`src/rtl/exc_ctrl.sv`:
```
// exc_ctrl: MEM-stage exception/interrupt prioritiser driving CP0 commit, pipeline flush and redirect PC.
module exc_ctrl #(
    parameter logic [31:0] EXC_VECTOR   = 32'hBFC00380,
    parameter int          FLUSH_CYCLES = 1
) (
    input  logic        clk,
    input  logic        resetn,
    input  logic        inst_valid_i,
    input  logic        stall_i,
    input  logic [31:0] pc_i,
    input  logic        is_in_delayslot_i,
    input  logic        adel_if_i,
    input  logic        ri_i,
    input  logic        ov_i,
    input  logic        trap_i,
    input  logic        syscall_i,
    input  logic        break_i,
    input  logic        eret_i,
    input  logic        adel_mem_i,
    input  logic        ades_mem_i,
    input  logic [31:0] mem_addr_i,
    input  logic [31:0] cp0_status_i,
    input  logic [31:0] cp0_cause_i,
    input  logic [31:0] cp0_epc_i,
    input  logic        cp0_we_i,
    input  logic [4:0]  cp0_waddr_i,
    input  logic [31:0] cp0_wdata_i,
    output logic        kill_o,
    output logic [31:0] excepttype_o,
    output logic [31:0] current_inst_addr_o,
    output logic        is_in_delayslot_o,
    output logic [31:0] bad_addr_o,
    output logic        flush_o,
    output logic [31:0] new_pc_o,
    output logic        int_pending_o
);
    typedef enum logic {IDLE, FLUSH} state_t;
    localparam logic [1:0] CNT_INIT = 2'(FLUSH_CYCLES - 1);
    state_t      state, state_nxt;
    logic [1:0]  cnt, cnt_nxt;
    logic [15:0] eff_status;
    logic [31:0] eff_epc, bad_val;
    logic [4:0]  code;
    logic        int_cond, any_flag, take, bad_upd;
    logic        unused;
    assign unused = ^{cp0_status_i[31:16], cp0_cause_i[31:16], cp0_cause_i[7:0]};
    // WB-stage CP0 writes are forwarded so a same-cycle Status/EPC update is honoured
    assign eff_status = (cp0_we_i && cp0_waddr_i == 5'd12) ? cp0_wdata_i[15:0] : cp0_status_i[15:0];
    assign eff_epc    = (cp0_we_i && cp0_waddr_i == 5'd14) ? cp0_wdata_i : cp0_epc_i;
    assign int_cond   = eff_status[0] && !eff_status[1] && |(cp0_cause_i[15:8] & eff_status[15:8]);
    assign any_flag   = |{adel_if_i, ri_i, ov_i, trap_i, syscall_i, break_i, adel_mem_i, ades_mem_i, eret_i};
    assign take       = state == IDLE && inst_valid_i && !stall_i && (int_pending_o || any_flag);
    assign code = int_pending_o ? 5'h01 : adel_if_i ? 5'h04 : ri_i ? 5'h0a : ov_i ? 5'h0c :
                  trap_i ? 5'h0d : syscall_i ? 5'h08 : break_i ? 5'h09 : adel_mem_i ? 5'h04 :
                  ades_mem_i ? 5'h05 : 5'h0e;
    assign kill_o   = take && code != 5'h0e;
    assign bad_upd  = code == 5'h04 || code == 5'h05;
    assign bad_val  = (code == 5'h04 && adel_if_i) ? pc_i : mem_addr_i;
    assign flush_o  = state == FLUSH;
    always_comb begin
        state_nxt = state;
        cnt_nxt   = cnt;
        if (state == IDLE) begin
            state_nxt = take ? FLUSH : IDLE;
            cnt_nxt   = take ? CNT_INIT : cnt;
        end else begin
            state_nxt = (cnt == 2'd0) ? IDLE : FLUSH;
            cnt_nxt   = (cnt == 2'd0) ? cnt : cnt - 2'd1;
        end
    end
    always_ff @(posedge clk or negedge resetn) begin
        if (!resetn) begin
            state               <= IDLE;
            cnt                 <= '0;
            int_pending_o       <= 1'b0;
            excepttype_o        <= '0;
            current_inst_addr_o <= '0;
            is_in_delayslot_o   <= 1'b0;
            bad_addr_o          <= '0;
            new_pc_o            <= '0;
        end else begin
            state         <= state_nxt;
            cnt           <= cnt_nxt;
            int_pending_o <= (state == FLUSH || take) ? 1'b0 : int_cond;
            // one-cycle pulse so CP0 commits exactly once per event
            excepttype_o  <= take ? {27'd0, code} : 32'd0;
            if (take) begin
                current_inst_addr_o <= pc_i;
                is_in_delayslot_o   <= is_in_delayslot_i;
                new_pc_o            <= (code == 5'h0e) ? eff_epc : EXC_VECTOR;
                if (bad_upd) bad_addr_o <= bad_val;
            end
        end
    end
endmodule

```
`config.mk`:
```
export PLATFORM = sky130hd
export DESIGN_NAME = exc_ctrl
export DESIGN_NICKNAME = d
export VERILOG_FILES = /design/src/rtl/exc_ctrl.sv
export SDC_FILE = /design/constraint.sdc
export NUM_CORES = 1
export LEC_CHECK = 0
export BUFFER_PORTS_ARGS = -buffer_cell sky130_fd_sc_hd__clkbuf_2
export CORE_AREA = 5 5 132 134
export DETAILED_ROUTE_END_ITERATION = 8
export DIE_AREA = 0 0 137 139
export SYNTH_ARGS = -nofsm -noshare
export SYNTH_HDL_FRONTEND = slang
export SYNTH_SLANG_ARGS = --single-unit
export TNS_END_PERCENT = 100
```
`constraint.sdc`:
```
create_clock -name clk -period 2.1 [get_ports clk]
set_input_delay 0.21 -clock clk [delete_from_list [all_inputs] [get_ports clk]]
set_output_delay 0.21 -clock clk [all_outputs]
set_load 0.01 [all_outputs]
```
==> results of run 1 <==
per-stage QoR:
step	cell area, um^2	setup TNS (ns)	utilization (%)	power, W	instances
after floorplan	5300	0	-	0.00337	523
after global placement	6800	-0.106	42.1	0.00406	979
after detailed placement	6800	-0.161	42.1	0.00408	979
after CTS	7110	0	44.0	0.00577	997
after global routing	7140	0	44.2	0.00600	997
final	7140	0	44.2	0.00568	997
cell usage after synthesis, drive strengths merged, types with 2 or more instances:
| cell | number |
|---|---|
| inv | 3 |
| and2 | 2 |
| a22oi | 2 |
| a21oi | 3 |
| nor2 | 23 |
| a31oi | 14 |
| o21ai | 23 |
| dfrtp | 105 |
| buf | 35 |
| nor3 | 5 |
| nand3 | 2 |
| nand2b | 2 |
| mux2 | 69 |
| mux2i | 23 |
| o21bai | 2 |
| clkbuf | 19 |
| nand2 | 152 |
per-layer routing:
metal  GRT usage (%)  part of all wire [%]  up-vias
met5               0                     0        -
met4            4.52                   1.7        0
met3            5.88                    10       24
met2            24.9                    47      193
met1            18.1                    41     1999
li1                -                     -     2151
layout make-up:
class                      instances  area [um^2]
clock buffer                      11          253
fill                            1603         9030
inverter                           3         11.3
sequential                       105         2630
clock inverter                     5         37.5
multi-input combinational        361         2350
tap                              220          275
timing repair buffer             292         1590
power breakdown:
part	internal (W)	leakage, nW	switching [W]	total, W
registers	0.00236	1.29	0.000194	0.00256
clock network	0.000877	0.139	0.000776	0.00165
logic	0.000768	2.47	0.000700	0.00147
total	0.00401	3.90	0.00167	0.00568
sequential cells by signal, summed over array words and instances (netlist names):
register and cells:
bad_addr_o 32, current_inst_addr_o 32, excepttype_o 4, is_in_delayslot_o 1, flush_o 1, cnt 2
int_pending_o 1, new_pc_o 32
cell families after synthesis:
group	share of synthesized area [%]
AO/OA/AOI/OAI	5.44
adder cells (fa/ha/maj)	0.241
buffers and inverters	6.84
flip-flops	50.6
multiplexers	21.6
other	0.0722
AND/OR/NAND/NOR	15.3
worst max-delay path, delay by kind of cell (launching register included):
family                 cells  cell delay [ns]
AO/OA/AOI/OAI              1             0.12
flip-flops                 1             0.44
buffers and inverters      3             0.47
AND/OR/NAND/NOR            3             0.39
worst max-delay path by stage:
stage / endpoint / cells after the start
2_1_floorplan: bad_addr_o[0]$_DFFE_PN0P_ / 5
3_3_place_gp: bad_addr_o[13]$_DFFE_PN0P_ / 6
3_5_place_dp: bad_addr_o[13]$_DFFE_PN0P_ / 6
4_1_cts: kill_o / 7
5_1_grt: kill_o / 7
6_report: kill_o / 7
timing repair:
action | in CTS | in global routing
hold endpoints to repair | 105 | 0
resized for setup | 2 | 3
setup buffers | 1 | 0
pin swaps | 1 | 2
setup endpoints to repair | 1 | 1
cloned | 0 | 1
hold buffers | 1 | 0
==> impl_results.md, run 1 <==
* Final worst-path cycle share at 94.4%
* Cells along the critical path: nor2_1, buf_4, o21ai_0, buf_4, nor2_1, nor2_2, buf_2
* Initial Util at 32.1%
* Drt drc at 0
* Largest net degree at the start of global routing at 63
* Place WS at -0.0431 ns
* Sink Count at 105
* Post-route ant nets at 0
* Worst Min Path Start: pc_i[0]
* Area Growth Syn to Fin at 37.5%
* DR vias at 4,367
* Top post-synthesis cells by area: dfrtp_1 51%, nand2_1 11%, mux2_4 8.7%
* Pleak at 3.90 nW
* DRT iter0 DRCs at 121
* Post-synth EDFFs at 0
* Clock transition at path regs at 0.07 ns
* Unique masters post-synth at 35
* Synth warn at 0
* Status: finished clean
* Pwr dens at 795 mW/mm^2
* Most used DFF post-synth: dfrtp_1
* Worst VDD drop at 0.369 mV
* Number of nets in the layout at 985
* Slowest library cell on the worst path: dfrtp_1
* RR Startpoint: flush_o$_DFF_PN0_
* Worst EP arrival at 1.77 ns
* GPL Wtd Cong at 0.764
* Max Slew Vio Count at 0
* Worst Hold Class: in -> reg
* CP Launch Type: flop
* Min-Delay Endpoint: current_inst_addr_o[0]$_DFFE_PN0P_
* Fin worst setup slack at 0.117 ns
* Initial antenna violation count at 0
* Core area at 0.0162 mm^2
* Hold path depth at 3
* Min Hold Slack at 0.0568 ns
* Fmax at 0.504 GHz
* Number of core rows at 47
* Synth top area share at 50.6%
* Sequential area share after synthesis at 50.6%
* CTS Buf Count at 9
* Die X-Extent at 137 um
* Number of max-cap violations at 0
* Worst-Margin Slew at 0.543 ns
* Routed WL at 15.0 mm
* Vias in the first global route at 4,442
* Final worst path period need at 1.98 ns
* Drt first pass iters at 4
* Most common cell after layout, fill and taps aside: clkbuf_2
* H-tree Lvls at 3
* Register-to-register setup slack at 0.17 ns
* ANT cells at 0
* Nature of the critical path endpoint: output pin
* Layout cells sized above 1 at 49.9%
* DIE AREA at 0.0190 mm^2
* Port Buffers at 269
* Overflow after GRT at 0
* I/O pin count at 344
* Synth Register Bits at 105
* Global Route Usage Sum at 15.1%
* Final Hold Vio Count at 0
* RR Endpoint: bad_addr_o[13]$_DFFE_PN0P_
* Worst setup startpoint: int_pending_o$_DFF_PN0_
* DR vias/cell at 4.38
* Worst endpoint required time at 1.89 ns
* Syn Inst Count at 496
* Post-synth ARST share at 100%
* Crit path kind: reg -> out
* Max Fanout on Critical Path at 4
* Max_slew headroom at 63.8%
* Worst path max stage delay at 0.44 ns
* Synthesized area at 0.00519 mm^2
* Wire per inst at 15.1 um
* Final setup viols at 0
* Commonest non-fill, non-tap cells in the layout: 267 x clkbuf_2, 151 x nand2_1, 105 x dfrtp_1
* Clk_lat worst skew at 0.35 ns
* Clk buf depth at 2
* Mapped Avg Cell Area at 10.5 um^2
* First-pass GRT wire length at 22.8 mm
* Area leader, netlist: dfrtp_1
* Root Driver: clkbuf_16
* CTS tree: yes
* Post-DP HPWL at 11.7 mm
* Skew final at 0.0119 ns
* R2R depth at 6
* Die H at 139 um
* RSZ-0062 raised after global routing: false
No activity file was read; power rests on OpenSTA's default activity.
==> inputs of run 2 (changes only) <==
Settings changed: CORE_AREA 5 5 132 134 to 2 2 132 134, DIE_AREA 0 0 137 139 to 0 0 134 136.
==> run 2 against run 1 <==
Non-clock buffer count is 10 higher. Design area is 0.68% higher. First-iteration DRC count is 20% lower. Core utilization is 1.6 points lower. Sequential share of layout area is 0.25 points lower. Routed wire length is 1.3% lower. Critical path depth is 1 lower. Clock skew is 0.0047 ns lower. Critical path type unchanged. Critical endpoint unchanged.
==> impl_results.md, run 2 (synthesis gave the netlist of run 1 again) <==
* Drt first pass iters at 4
* Overflow after GRT at 0
* Sink Count at 105
* Worst Hold Class: in -> reg
* Status: finished clean
* Cells along the critical path: nor2_1, nand2_1, a31o_2, buf_4, nor2_1, clkbuf_2
* I/O pin count at 344
* Most common cell after layout, fill and taps aside: clkbuf_2
* Worst endpoint required time at 1.89 ns
* Crit path kind: reg -> out
* Root Driver: clkbuf_16
* Slowest library cell on the worst path: dfrtp_1
* Drt drc at 0
* Final worst path period need at 1.89 ns
* Final setup viols at 0
* Die X-Extent at 134 um
* Fin worst setup slack at 0.209 ns
* Global Route Usage Sum at 16.2%
* DRT iter0 DRCs at 97
* Vias in the first global route at 4,401
* Worst VDD drop at 0.346 mV
* CTS tree: yes
* Wire per inst at 14.7 um
* Top Registers: bad_addr_o (32), current_inst_addr_o (32), new_pc_o (32)
* Routed WL at 14.9 mm
* Place WS at -0.0271 ns
* Layout cells sized above 1 at 50.3%
* Most frequent CP cell: nor2_1
* Clk buf depth at 2
* Family with the most delay on the worst path: simple AND/OR/NAND/NOR gates
* Worst path max stage delay at 0.38 ns
* Pwr dens at 790 mW/mm^2
* Clk_lat worst skew at 0.35 ns
* ANT cells at 0
* Final Hold Vio Count at 0
* Post-DP HPWL at 11.8 mm
* Pleak at 3.94 nW
* H-tree Lvls at 3
* Number of nets in the layout at 995
* Area Growth Syn to Fin at 38.4%
* DR vias at 4,398
* Clock transition at path regs at 0.07 ns
* Initial Util at 30.8%
* Critical path buffers and inverters at 2
* CTS Buf Count at 9
* Final worst-path cycle share at 90.0%
* Total power at 0.00568 W
* Number of max-cap violations at 0
* Skew final at 0.00720 ns
* Min Hold Slack at 0.0596 ns
* Worst EP arrival at 1.68 ns
* Port Buffers at 269
* Setup Buffers After CTS at 0
* Max Fanout on Critical Path at 5
* Nature of the critical path endpoint: output pin
* Initial antenna violation count at 0
* Fmax at 0.529 GHz
* Post-route ant nets at 0
* Largest net degree at the start of global routing at 44
* Commonest non-fill, non-tap cells in the layout: 268 x clkbuf_2, 152 x nand2_1, 105 x dfrtp_1
* GPL Wtd Cong at 0.743
* DIE AREA at 0.0182 mm^2
* Setup_tns at 0 ns
* DR vias/cell at 4.35
* Core area at 0.0169 mm^2
* RSZ-0062 raised after global routing: false
* First-pass GRT wire length at 23.1 mm
* Die H at 136 um
* Core Util, Final at 42.6%
* Max Slew Vio Count at 0
* Number of core rows at 48
* CP Launch Type: flop
run 2: path summary, 6_finish.rpt:
path / slack [ns] / end / cells after the start / startpoint
max: 0.21 / kill_o / 6 / flush_o$_DFF_PN0_
min: 0.06 / is_in_delayslot_o$_DFFE_PN0P_ / 3 / is_in_delayslot_i
max reg2reg: 0.22 / new_pc_o[3]$_DFFE_PN0P_ / 7 / flush_o$_DFF_PN0_
min reg2reg: 0.47 / current_inst_addr_o[23]$_DFFE_PN0P_ / 2 / current_inst_addr_o[23]$_DFFE_PN0P_
max in group asynchronous: 1.12 / bad_addr_o[12]$_DFFE_PN0P_ / 3 / resetn
min in group asynchronous: 0.37 / current_inst_addr_o[12]$_DFFE_PN0P_ / 2 / resetn
run 2: per-layer routing:
layer,vias up,track usage [%],share of wire (%)
li1,2173,-,-
met1,2024,19.7,41
met2,185,28.5,50
met3,16,3.88,7.0
met4,0,5.32,1.4
met5,-,0,0
run 2: area by class of cell:
cell class | instances | area (um^2)
repair buffers | 302 | 1650
inverters | 3 | 11.3
fillers | 1695 | 9680
clock inverters | 5 | 36.3
multi-input cells | 361 | 2330
flip-flops and latches | 105 | 2630
well taps | 225 | 282
clock buffers | 11 | 253
run 2: tightest hold or removal path: cells and delay by family:
| kind | cells | cell delay [ns] |
|---|---|---|
| buffers and inverters | 1 | 0.08 |
| AND/OR/NAND/NOR | 2 | 0.09 |
run 2: what timing repair did:
item	4_1_cts	5_1_grt
resized for setup	0	1
endpoints found under the hold margin	30	0
setup endpoints to repair	0	1
hold buffers	1	0
run 2: power breakdown:
group / switching, W / internal (W)
sequential: 0.000193 / 0.00236
clock: 0.000773 / 0.000879
combinational: 0.000703 / 0.000770
run 2: stage by stage:
step / instance area [um^2] / instances
global placement: 6890 / 995
CTS: 7190 / 1012
detailed placement: 6890 / 995
floorplan: 5300 / 523
global route: 7190 / 1012
finish: 7190 / 1012
==> inputs of run 3 (changes only) <==
Settings changed: RECOVER_POWER set to 50.
==> run 3 against run 2 <==
Critical path depth unchanged. Global-route usage is the same. Sequential share of layout area up 0.46 points. Count of clock-buffer cells in the layout stayed put. Design area decreased by 1.2%. Sequential power is essentially flat. Critical path type unchanged. Critical endpoint unchanged.
==> impl_results.md, run 3 (synthesis gave the netlist of run 1 again) <==
* Final worst path period need at 1.89 ns
* Nature of the critical path endpoint: output pin
* Worst VDD drop at 0.347 mV
* Max_slew headroom at 41.7%
* Pleak at 3.76 nW
* Most common cell after layout, fill and taps aside: clkbuf_2
* Overflow after GRT at 0
* DR vias/cell at 4.35
* Post-DP HPWL at 11.8 mm
* Setup Buffers After CTS at 0
* Crit path kind: reg -> out
* Number of max-cap violations at 0
* Worst Hold Class: in -> reg
* Setup_tns at 0 ns
* Initial Util at 30.8%
* CTS tree: yes
* Initial antenna violation count at 0
* RSZ-0062 raised after global routing: false
* Placed cells at 995
* I/O pin count at 344
* Number of core rows at 48
* Post-route ant nets at 0
* GPL Wtd Cong at 0.743
* Wire per inst at 14.8 um
* Fmax at 0.529 GHz
* Vias in the first global route at 4,401
* Number of nets in the layout at 995
* Core area at 0.0169 mm^2
* First-pass GRT wire length at 23.1 mm
* Largest net degree at the start of global routing at 44
* Root Driver: clkbuf_16
* Cells along the critical path: nor2_1, nand2_1, a31o_2, buf_4, nor2_1, clkbuf_2
* Sink Count at 105
* Fin cells at 1,012
* Global Route Usage Sum at 16.2%
* Commonest non-fill, non-tap cells in the layout: 216 x clkbuf_2, 152 x nand2_1, 105 x dfrtp_1
* Drt first pass iters at 4
* Clk buf depth at 2
* Worst endpoint required time at 1.89 ns
* Top Registers: bad_addr_o (32), current_inst_addr_o (32), new_pc_o (32)
* Port Buffers at 269
* Area Growth Syn to Fin at 36.7%
* Clk_lat worst skew at 0.35 ns
* ANT cells at 0
* CTS Buf Count at 9
* Final worst-path cycle share at 90.1%
* Status: finished clean
* H-tree Lvls at 3
* Skew final at 0.00932 ns
* Layout cells sized above 1 at 43.3%
* Drt drc at 0
* Die H at 136 um
* Worst-Margin Slew at 0.874 ns
* Routed WL at 14.9 mm
* DIE AREA at 0.0182 mm^2
* Worst path max stage delay at 0.38 ns
* DRT iter0 DRCs at 106
* DR vias at 4,399
* Total power at 0.00564 W
* Die X-Extent at 134 um
* Max Slew Vio Count at 0
* Pwr dens at 794 mW/mm^2
* Slowest library cell on the worst path: dfrtp_1
* Final Hold Vio Count at 0
* Worst EP arrival at 1.68 ns
* Max Fanout on Critical Path at 5
* Clock transition at path regs at 0.07 ns
* Most frequent CP cell: nor2_1
* CP Launch Type: flop
* Final setup viols at 0
run 3: cell types whose count changed in the layout (fill, tap and decap cells not counted):
cell | previous run | this run
buf_12 | 4 | 3
buf_4 | 29 | 26
clkbuf_1 | 0 | 55
clkbuf_2 | 268 | 216
clkbuf_4 | 0 | 1
run 3: power breakdown:
part | leakage, nW | internal (W) | switching, W
Clock | 0.147 | 0.000880 | 0.000778
Combinational | 2.33 | 0.000723 | 0.000705
Sequential | 1.29 | 0.00236 | 0.000192
Total | 3.76 | 0.00396 | 0.00167
run 3: stage by stage:
stage / utilization, % / setup slack (ns) / instance area (um^2) / hold slack, ns
2_1_floorplan: - / 0.165 / 5300 / -0.0856
3_3_place_gp: 40.8 / -0.00812 / 6890 / 0.200
3_5_place_dp: 40.8 / -0.0271 / 6890 / 0.200
5_1_grt: 42.1 / 0.0753 / 7100 / 0.0504
6_report: 42.1 / 0.209 / 7100 / 0.0605
4_1_cts: 42.6 / 0.107 / 7190 / 0.0409
run 3: worst paths after layout:
kind / startpoint / to / slack [ns] / cells past startpoint
hold / removal: is_in_delayslot_i / is_in_delayslot_o$_DFFE_PN0P_ / 0.06 / 3
max in group asynchronous: resetn / cnt[0]$_DFFE_PN0P_ / 0.39 / 3
min in group asynchronous: resetn / current_inst_addr_o[12]$_DFFE_PN0P_ / 0.52 / 2
hold reg to reg: current_inst_addr_o[23]$_DFFE_PN0P_ / current_inst_addr_o[23]$_DFFE_PN0P_ / 0.47 / 2
setup reg to reg: flush_o$_DFF_PN0_ / new_pc_o[3]$_DFFE_PN0P_ / 0.22 / 7
setup / recovery: flush_o$_DFF_PN0_ / kill_o / 0.21 / 6
run 3: layer usage:
metal / wire [um] / part of all wire [%] / global-route usage, % / vias to the layer above
li1: - / - / - / 2172
met1: 6130 / 41 / 19.7 / 2030
met2: 7450 / 50 / 28.5 / 180
met3: 1120 / 7.5 / 3.88 / 17
met4: 242 / 1.6 / 5.32 / 0
met5: 0 / 0 / 0 / -
run 3: worst max-delay path: cells and delay by family, from the launching register on:
family	cells	cell delay (ns)
DFF	1	0.38
AOI/OAI and AO/OA	1	0.26
and+or+nand+nor	3	0.39
buffers and inverters	2	0.32
run 3: timing repair:
| item | in CTS | in global routing |
|---|---|---|
| setup endpoints to repair | 0 | 1 |
| hold buffers | 1 | 0 |
| hold endpoints to repair | 30 | 0 |
| resized for setup | 0 | 1 |
run 3: area by class of cell:
| class | instances | area, um^2 |
|---|---|---|
| Clock buffer | 11 | 253 |
| Clock inverter | 5 | 36.3 |
| Fill cell | 1726 | 9770 |
| Inverter | 3 | 11.3 |
| Multi-Input combinational cell | 361 | 2330 |
| Sequential cell | 105 | 2630 |
| Tap cell | 225 | 282 |
| Timing Repair Buffer | 302 | 1560 |
